### src/rtl/iobm_pkg.sv
// iobm_ctrl shared types and constants.
// IOBM_VPA_EN enables the 6800 E / VMA peripheral cycle.
package iobm_pkg;

  typedef enum logic [2:0] {
    IDLE,
    ADDR,
    STRB,
    VPAW,
    DATA,
    TERM
  } state_t;

  localparam int E_PERIOD   = 10;
  localparam int E_HI_START = 6;
  localparam int VMA_SLOT   = 3;

endpackage

### src/rtl/iobm_sync.sv
// N-flop synchronizer plus delay flop, with one-CLK rise/fall pulses.
// Build option IOBM_VPA_EN does not affect this unit.
module iobm_sync #(
  parameter int   N       = 2,
  parameter logic RST_VAL = 1'b0
) (
  input  logic CLK,
  input  logic nRES,
  input  logic d,
  output logic q,
  output logic rise,
  output logic fall
);

  logic [N-1:0] sr;
  logic         dly;

  always_ff @(posedge CLK or negedge nRES) begin
    if (!nRES) begin
      sr  <= {N{RST_VAL}};
      dly <= RST_VAL;
    end else begin
      sr  <= {sr[N-2:0], d};
      dly <= sr[N-1];
    end
  end

  assign q    = sr[N-1];
  assign rise = q & ~dly;
  assign fall = ~q & dly;

endmodule

### src/rtl/iobm_ctrl.sv
// I/O bus master sequencer: one 68000-style cycle per IOREQ, timed on C8M.
// Build option IOBM_VPA_EN adds the 6800 E clock and VPA/VMA cycle.
import iobm_pkg::*;

module iobm_ctrl #(
  parameter int TO_CYC      = 255,
  parameter int SYNC_STAGES = 2
) (
  input  logic CLK,
  input  logic nRES,
  input  logic C8M,
  input  logic IOREQ,
  input  logic IORW0,
  input  logic IOL0,
  input  logic IOU0,
  output logic IOACT,
  output logic IOBERR,
  output logic nAS_IOB,
  output logic nLDS_IOB,
  output logic nUDS_IOB,
  output logic nWE_IOB,
  input  logic nDTACK_IOB,
  input  logic nBERR_IOB,
  input  logic nVPA_IOB,
  output logic nDoutOE,
  output logic nDinLE,
  output logic E,
  output logic nVMA_IOB
);

  localparam int CW = $clog2(TO_CYC + 1);

  logic c8m_q, c_rise, c_fall;
  logic dtack_s, d_r, d_f;
  logic berr_s, b_r, b_f;
  logic vpa_s, v_r, v_f;

  iobm_sync #(.N(SYNC_STAGES), .RST_VAL(1'b0)) u_c8m (
    .CLK(CLK), .nRES(nRES), .d(C8M),
    .q(c8m_q), .rise(c_rise), .fall(c_fall)
  );
  iobm_sync #(.N(SYNC_STAGES), .RST_VAL(1'b1)) u_dtack (
    .CLK(CLK), .nRES(nRES), .d(nDTACK_IOB),
    .q(dtack_s), .rise(d_r), .fall(d_f)
  );
  iobm_sync #(.N(SYNC_STAGES), .RST_VAL(1'b1)) u_berr (
    .CLK(CLK), .nRES(nRES), .d(nBERR_IOB),
    .q(berr_s), .rise(b_r), .fall(b_f)
  );
  iobm_sync #(.N(SYNC_STAGES), .RST_VAL(1'b1)) u_vpa (
    .CLK(CLK), .nRES(nRES), .d(nVPA_IOB),
    .q(vpa_s), .rise(v_r), .fall(v_f)
  );

  logic unused_edges;
`ifdef IOBM_VPA_EN
  assign unused_edges = ^{c8m_q, d_r, d_f, b_r, b_f, v_r, v_f};
`else
  assign unused_edges = ^{c8m_q, d_r, d_f, b_r, b_f, v_r, v_f, vpa_s};
`endif

`ifdef IOBM_VPA_EN
  logic [3:0] ecnt;
  logic       e_q;

  always_ff @(posedge CLK or negedge nRES) begin
    if (!nRES) begin
      ecnt <= 4'd0;
      e_q  <= 1'b0;
    end else if (c_fall) begin
      ecnt <= (ecnt == 4'(E_PERIOD - 1)) ? 4'd0 : ecnt + 4'd1;
      e_q  <= (ecnt >= 4'(E_HI_START - 1)) &&
              (ecnt != 4'(E_PERIOD - 1));
    end
  end

  assign E = e_q;
`else
  assign E        = 1'b0;
  assign nVMA_IOB = 1'b1;
`endif

  state_t        state;
  logic          rw, l, u, berr, armed;
  logic [CW-1:0] tcnt;

  always_ff @(posedge CLK or negedge nRES) begin
    if (!nRES) begin
      state    <= IDLE;
      rw       <= 1'b1;
      l        <= 1'b0;
      u        <= 1'b0;
      berr     <= 1'b0;
      armed    <= 1'b0;
      tcnt     <= '0;
      IOACT    <= 1'b0;
      IOBERR   <= 1'b0;
      nAS_IOB  <= 1'b1;
      nLDS_IOB <= 1'b1;
      nUDS_IOB <= 1'b1;
      nWE_IOB  <= 1'b1;
      nDoutOE  <= 1'b1;
      nDinLE   <= 1'b1;
`ifdef IOBM_VPA_EN
      nVMA_IOB <= 1'b1;
`endif
    end else begin
      unique case (state)
        IDLE: if (c_rise && IOREQ) begin
          rw      <= IORW0;
          l       <= IOL0;
          u       <= IOU0;
          berr    <= 1'b0;
          IOACT   <= 1'b1;
          IOBERR  <= 1'b0;
          nWE_IOB <= IORW0;
          state   <= ADDR;
        end
        ADDR: if (c_fall) begin
          nAS_IOB <= 1'b0;
          if (rw) begin
            nLDS_IOB <= ~l;
            nUDS_IOB <= ~u;
            nDinLE   <= 1'b0;
          end else begin
            nDoutOE  <= 1'b0;
          end
          tcnt  <= '0;
          armed <= 1'b0;
          state <= STRB;
        end
        STRB: begin
          if (c_rise && !rw) begin
            nLDS_IOB <= ~l;
            nUDS_IOB <= ~u;
          end
          // first fall is the strobe settle half; terminations sampled after
          if (c_fall) begin
            if (!armed) armed <= 1'b1;
            else if (!berr_s) begin
              berr  <= 1'b1;
              state <= DATA;
            end
            else if (!dtack_s) state <= DATA;
`ifdef IOBM_VPA_EN
            else if (!vpa_s) state <= VPAW;
`endif
            else if (tcnt == CW'(TO_CYC - 1)) begin
              berr  <= 1'b1;
              state <= DATA;
            end
            else tcnt <= tcnt + CW'(1);
          end
        end
`ifdef IOBM_VPA_EN
        VPAW: if (c_fall) begin
          if (ecnt == 4'(VMA_SLOT)) nVMA_IOB <= 1'b0;
          if (!nVMA_IOB && ecnt == 4'(E_PERIOD - 1)) state <= DATA;
        end
`endif
        DATA: if (c_fall) begin
          nDinLE   <= 1'b1;
          nAS_IOB  <= 1'b1;
          nLDS_IOB <= 1'b1;
          nUDS_IOB <= 1'b1;
`ifdef IOBM_VPA_EN
          nVMA_IOB <= 1'b1;
`endif
          state    <= TERM;
        end
        TERM: if (c_rise) begin
          nDoutOE <= 1'b1;
          nWE_IOB <= 1'b1;
          IOACT   <= 1'b0;
          IOBERR  <= berr;
          state   <= IDLE;
        end
        default: state <= IDLE;
      endcase
    end
  end

endmodule

### config.mk
export PLATFORM = sky130hd
export DESIGN_NAME = iobm_ctrl
export DESIGN_NICKNAME = d
export VERILOG_FILES = /design/src/rtl/iobm_pkg.sv /design/src/rtl/iobm_sync.sv /design/src/rtl/iobm_ctrl.sv
export SDC_FILE = /design/constraint.sdc
export NUM_CORES = 1
export LEC_CHECK = 0
export BUFFER_PORTS_ARGS = -buffer_cell sky130_fd_sc_hd__buf_2
export CAP_MARGIN = 20
export CORE_MARGIN = 2
export CORE_UTILIZATION = 40
export DETAILED_ROUTE_END_ITERATION = 10
export PLACE_DENSITY = 0.71
export SYNTH_ARGS = -nofsm -noshare
export SYNTH_HDL_FRONTEND = slang
export SYNTH_SLANG_ARGS = --single-unit
export TNS_END_PERCENT = 30
### constraint.sdc
create_clock -name CLK -period 3.2 [get_ports CLK]
set_input_delay 0.8 -clock CLK [delete_from_list [all_inputs] [get_ports CLK]]
set_output_delay 0.8 -clock CLK [all_outputs]
set_load 0.01 [all_outputs]
==> results.toml, run 1 <==
[synth]
syn_inst = 141
yosys_warnings = 0
synth_top_area_frac = 0.3387
netlist_area_um2 = 1478
ys.flop_type = "dfrtp_1"
yosysMostFrequentCell = "dfrtp_1"
syn_avg_cell_area_um2 = 10.48
synth_top_cell_by_area = "dfrtp_1"
ys_types = 46
ys_seq_area_frac = 0.5343
synthArstFlopShare = 1.000
synth_common_cells = "dfrtp_1, nand2_1, dfstp_2, nor2_1"
ys_ff_latch = 31
synth_fp_nets = 153
synth.area.top_cells = "dfrtp_1, dfstp_2, nand2_1"
synth_edf_count = 0

[critical_path]
crit_buf_inv = 0
crit_path_top_delay_cell = "dfrtp_1"
arrival_ns = 2.15
crit_family = "compound AO/OA/AOI/OAI gates"
cp-end-kind = "flip-flop"
critPathRequiredTime_ns = 3.37
worstSetupPathType = "flip-flop to flip-flop"
cpPeakStageDelay_ns = 0.56
cp_cell_sequence = "nor3b_2, o2111a_1, o32ai_1, a31o_1"
critPathMaxFanout = 14
cp-start-kind = "flip-flop"

[timing]
rsz0062_at_grt = "no"
timing.final.hold_violations = 0
hold-worst-slack_ns = 0.3544
clock-skew-final_ns = 0.009754
timing.final.crit_share = 0.6189
tightest_slew_ns = 0.6638
fin_ws_ns = 1.219
maxSlewHeadroom = 0.5575
slew_viol_final = 0
layout_min_cycle_time_ns = 1.981
finalSetupTns_ns = 0
timing.fmax_mhz = 504.9
setup_viol = 0

[global_routing]
grt_pass1_wl_mm = 4.781
antenna_found_initial = 0
use_met1 = 0.1878
grt_util_met2 = 0.2281
use_met3 = 0.03125
top_usage_layer = "met2"
overflow = 0
grt_pass1_vias = 1083
grt_max_degree = 32
track_usage = 0.1490

[hold_path]
hold_path.class = "flip-flop to flip-flop"

[finish]
nets = 167
multiInputGateArea_um2 = 618.1
seqCellArea_um2 = 789.5
fill_cells = 339
num_antenna_cells = 0
drive_above_1_share = 0.2372
fin_cells = 204
area_growth_pct = 13.89

[die]
die_h_um = 64.78
core_um2 = 3606
start_util = 0.4098
row_count = 22
die_area_um2 = 4196
io_pins = 20
die_x_um = 64.78

[placement]
hpwl_mm = 1.917
dp_slack_ns = 1.292
port_buffers = 16
place_inst = 196
gp_congestion = 0.8680

[clock_network]
htreeDepth = 2
cts_setup_buffers = 0
numCtsBuffers = 5
cts_buffer_depth = 2
clock_latency_ns = 0.29
cts_num_sinks = 31
cts_resized = 0
clockRootBuffer = "clkbuf_8"
cts_tree = "done"
clk_pin_slew_ns = 0.07
ctsHoldBuffers = 0

[route]
drt-total-wl_mm = 2.743
vias_per_cell = 5.495
ant_nets = 0
dr.pass1.iters = 4
post-route-drc-count = 0
wl_per_cell_um = 13.45
drtIter0Drc = 86
vias = 1121

[run]
max-cap-violations = 0

[pwr]
cellPowerDensity_nw_per_um2 = 782.9
leakage_uw = 0.0007160
ir_drop_v = 0.0003485

[outcome]
status = "completed"
## report_power, final
part / switching, µW / internal (µW) / leakage [µW]
clock network: 148 / 231 / 0.0000581
registers: 99.2 / 515 / 0.000372
logic: 177 / 147 / 0.000286
## stage by stage
step	util	area, µm²	power (µW)
2_1_floorplan	-	1478	845.1
3_3_place_gp	0.4355	1570	929.0
3_5_place_dp	0.4355	1570	943.3
4_1_cts	0.4667	1683	1329
5_1_grt	0.4667	1683	1404
6_report	0.4667	1683	1317
## layout by cell type, fill, tap and decap left out, types with 2 or more instances in the layout
master / instances
conb_1: 2
mux2_1: 4
and4b_1: 2
dfrtp_1: 20
nand4_1: 2
dfstp_2: 11
a21oi_1: 6
a22o_1: 2
nor2_1: 7
nand2_1: 15
mux2i_1: 2
nor3_1: 2
o31ai_1: 4
a31oi_1: 5
nor2b_1: 2
o21ai_1: 3
clkbuf_8: 5
nand3_1: 6
nand3b_1: 2
ha_1: 2
buf_2: 16
nand2b_1: 2
o21ai_0: 4
inv_1: 6
## state kept, by name (all words and copies together), names as in the netlist, 2 cells and up
register	flops
tcnt	8
u_dtack.sr	2
u_c8m.sr	2
u_berr.sr	2
state	3
## area by class of cell
type	instances	share of cell area
Clock inverter	3	0.02602
Clock buffer	5	0.04089
Inverter	6	0.01338
Multi-Input combinational cell	95	0.3673
Timing Repair Buffer	16	0.04758
Sequential cell	31	0.4691
Tap cell	48	0.03569
## per-layer routing
metal | vias up | wire length, µm
li1 | 539 | -
met1 | 544 | 1222
met2 | 31 | 1330
met3 | 7 | 119
met4 | 0 | 70
met5 | - | 0
## cell families (layout without fill, tap and decap cells)
logic type / Yosys count / count (layout) / synth area share
AND/OR/NAND/NOR: 46 / 46 / 0.1651
other: 2 / 2 / 0.005082
multiplexers: 6 / 6 / 0.04403
adder cells (fa/ha/maj): 2 / 2 / 0.01693
AO/OA/AOI/OAI: 39 / 39 / 0.1871
buffers and inverters: 15 / 30 / 0.04741
flip-flops: 31 / 31 / 0.5343
## path summary, 6_finish.rpt
path / slack [ns] / to / cells past startpoint / start
setup / recovery: 1.22 / tcnt[5] / 4 / state[1]
hold / removal: 0.35 / u_c8m.sr[1] / 0 / u_c8m.sr[0]
setup reg to reg: 1.22 / tcnt[5] / 4 / state[1]
hold reg to reg: 0.35 / u_c8m.sr[1] / 0 / u_c8m.sr[0]
max in group asynchronous: 2.22 / u_c8m.sr[1] / 1 / nRES
min in group asynchronous: 0.54 / u / 1 / nRES
Power figures use the tool's default switching activity.
==> inputs of run 2 (changes only) <==
--- a/config.mk
+++ b/config.mk
@@ -10,7 +10,7 @@
 export CORE_MARGIN = 2
 export CORE_UTILIZATION = 40
 export DETAILED_ROUTE_END_ITERATION = 10
-export PLACE_DENSITY = 0.71
+export PLACE_DENSITY = 0.73
 export SYNTH_ARGS = -nofsm -noshare
 export SYNTH_HDL_FRONTEND = slang
 export SYNTH_SLANG_ARGS = --single-unit
==> constraint.sdc (replaced) <==
create_clock -name CLK -period 1.8 [get_ports CLK]
set_input_delay 0.45 -clock CLK [delete_from_list [all_inputs] [get_ports CLK]]
set_output_delay 0.45 -clock CLK [all_outputs]
set_load 0.01 [all_outputs]
==> results.toml, run 2 (synthesis results as in run 1) <==
[finish]
top_regs = "tcnt x8, state x3"
area_growth_pct = 14.99
nets = 174
num_antenna_cells = 0
drive_above_1_share = 0.2531
regMostFlops = "tcnt"
mostFrequentLayoutCell = "dfrtp_1"
largest_reg_flops = 8
fin_area_um2 = 1699
final_cell_mix = "dfrtp_1, buf_2, nand2_1, dfstp_2"
fill_cells = 333

[clock_network]
clockRootBuffer = "clkbuf_8"
clock_latency_ns = 0.28
cts_buffer_depth = 2
cts_num_sinks = 31
htreeDepth = 2
cts_tree = "done"
cts_resized = 0
numCtsBuffers = 5
cts_setup_buffers = 0
clk_pin_slew_ns = 0.06
ctsHoldBuffers = 0

[critical_path]
reg2reg_from = "state[0]"
r2r_setup_slack_ns = 0.14
crit_start = "state[0]"
reg2reg_to = "tcnt[5]"
crit_end = "tcnt[5]"
arrival_ns = 1.83
rr_worst_depth = 4
worstSetupPathType = "flip-flop to flip-flop"
critPathRequiredTime_ns = 1.97
critPathMaxFanout = 9
cp-end-kind = "flip-flop"
cp-start-kind = "flip-flop"

[timing]
finalSetupTns_ns = 0
tightest_slew_ns = 0.6581
clock-skew-final_ns = 0.006733
hold-worst-slack_ns = 0.1968
slew_viol_final = 0
setup_viol = 0
timing.fmax_mhz = 601.9
maxSlewHeadroom = 0.5612
rsz0062_at_grt = "no"
layout_min_cycle_time_ns = 1.661
timing.final.crit_share = 0.9229
timing.final.hold_violations = 0

[route]
vias_per_cell = 5.510
drt-total-wl_mm = 2.980
wl_per_cell_um = 14.19
post-route-drc-count = 0
ant_nets = 0
dr.pass1.iters = 4
drtIter0Drc = 42
vias = 1157

[pwr]
p_sw_uw = 737.8
cellPowerDensity_nw_per_um2 = 1322
ir_drop_v = 0.0006778
leakage_uw = 0.0007314
switching_share = 0.3285
power_frac_clock = 0.221
seq_power_share = 0.460
p_comb_frac = 0.320
intPower_uw = 1508

[die]
die_area_um2 = 4196
row_count = 22
io_pins = 20
die_h_um = 64.78
core_um2 = 3606
die_x_um = 64.78
start_util = 0.4098

[global_routing]
grt_pass1_vias = 1139
track_usage = 0.1605
antenna_found_initial = 0
overflow = 0
grt_pass1_wl_mm = 5.030
grt_max_degree = 32

[run]
max-cap-violations = 0

[placement]
gp_congestion = 0.7852
hpwl_mm = 2.127
port_buffers = 16
place_area_um2 = 1623

[outcome]
status = "completed"

[hold_path]
hold_path.class = "input pin to async pin"
-- run 2: changes by cell type in the layout (fill, tap and decap cells not counted) --
cell	delta
buf_4	+7
clkinv_4	-1
clkinv_2	-1
bufinv_16	-1
clkbuf_1	+2
-- run 2: power by group through the flow --
stage	clock network [µW]	logic [µW]	registers, µW
6_report	495	718	1030
2_1_floorplan	0	449	1050
3_5_place_dp	0	728	1040
4_1_cts	520	728	1030
5_1_grt	552	804	1060
3_3_place_gp	0	693	1030
-- run 2: worst min-delay path by stage --
stage / startpoint / slack [ns] / to / cells past startpoint
after floorplan: nRES / 0.15 / IOACT / 0
after global placement: u_c8m.sr[0] / 0.33 / u_c8m.sr[1] / 0
after detailed placement: u_c8m.sr[0] / 0.34 / u_c8m.sr[1] / 0
after CTS: nRES / 0.22 / state[1] / 1
after global routing: nRES / 0.24 / l / 1
final: nRES / 0.20 / l / 1
-- run 2: cell type report --
cell class,instances,area (µm²),share of cell area
Timing Repair Buffer,23,132.6,0.07806
Sequential cell,31,789.5,0.4647
Inverter,6,22.52,0.01325
Clock buffer,7,76.32,0.04492
Multi-Input combinational cell,95,618.1,0.3638
Tap cell,48,60.06,0.03535
-- run 2: layer usage --
| layer | wire (µm) | part of all wire | GRT usage | vias to the layer above |
|---|---|---|---|---|
| li1 | - | - | - | 550 |
| met1 | 1276 | 0.43 | 0.1804 | 549 |
| met2 | 1426 | 0.48 | 0.2526 | 51 |
| met3 | 201 | 0.067 | 0.05382 | 7 |
| met4 | 75 | 0.025 | 0.1170 | 0 |
| met5 | 0 | 0 | 0 | - |
-- run 2: worst max-delay path: stages (launching register included) --
cell      delay, ns
dfrtp_1        0.42
nor3b_2        0.34
o2111a_1       0.45
o32ai_1        0.13
a31o_1         0.21
-- run 2: metrics by stage --
step / std cells / worst slack (ns) / utilization / total power (µW)
floorplan: 141 / 0.2653 / - / 1502
global placement: 203 / 0.1894 / 0.4500 / 1726
detailed placement: 203 / 0.1448 / 0.4500 / 1773
CTS: 210 / 0.1348 / 0.4712 / 2281
global route: 210 / 0.04900 / 0.4712 / 2414
finish: 210 / 0.1387 / 0.4712 / 2246
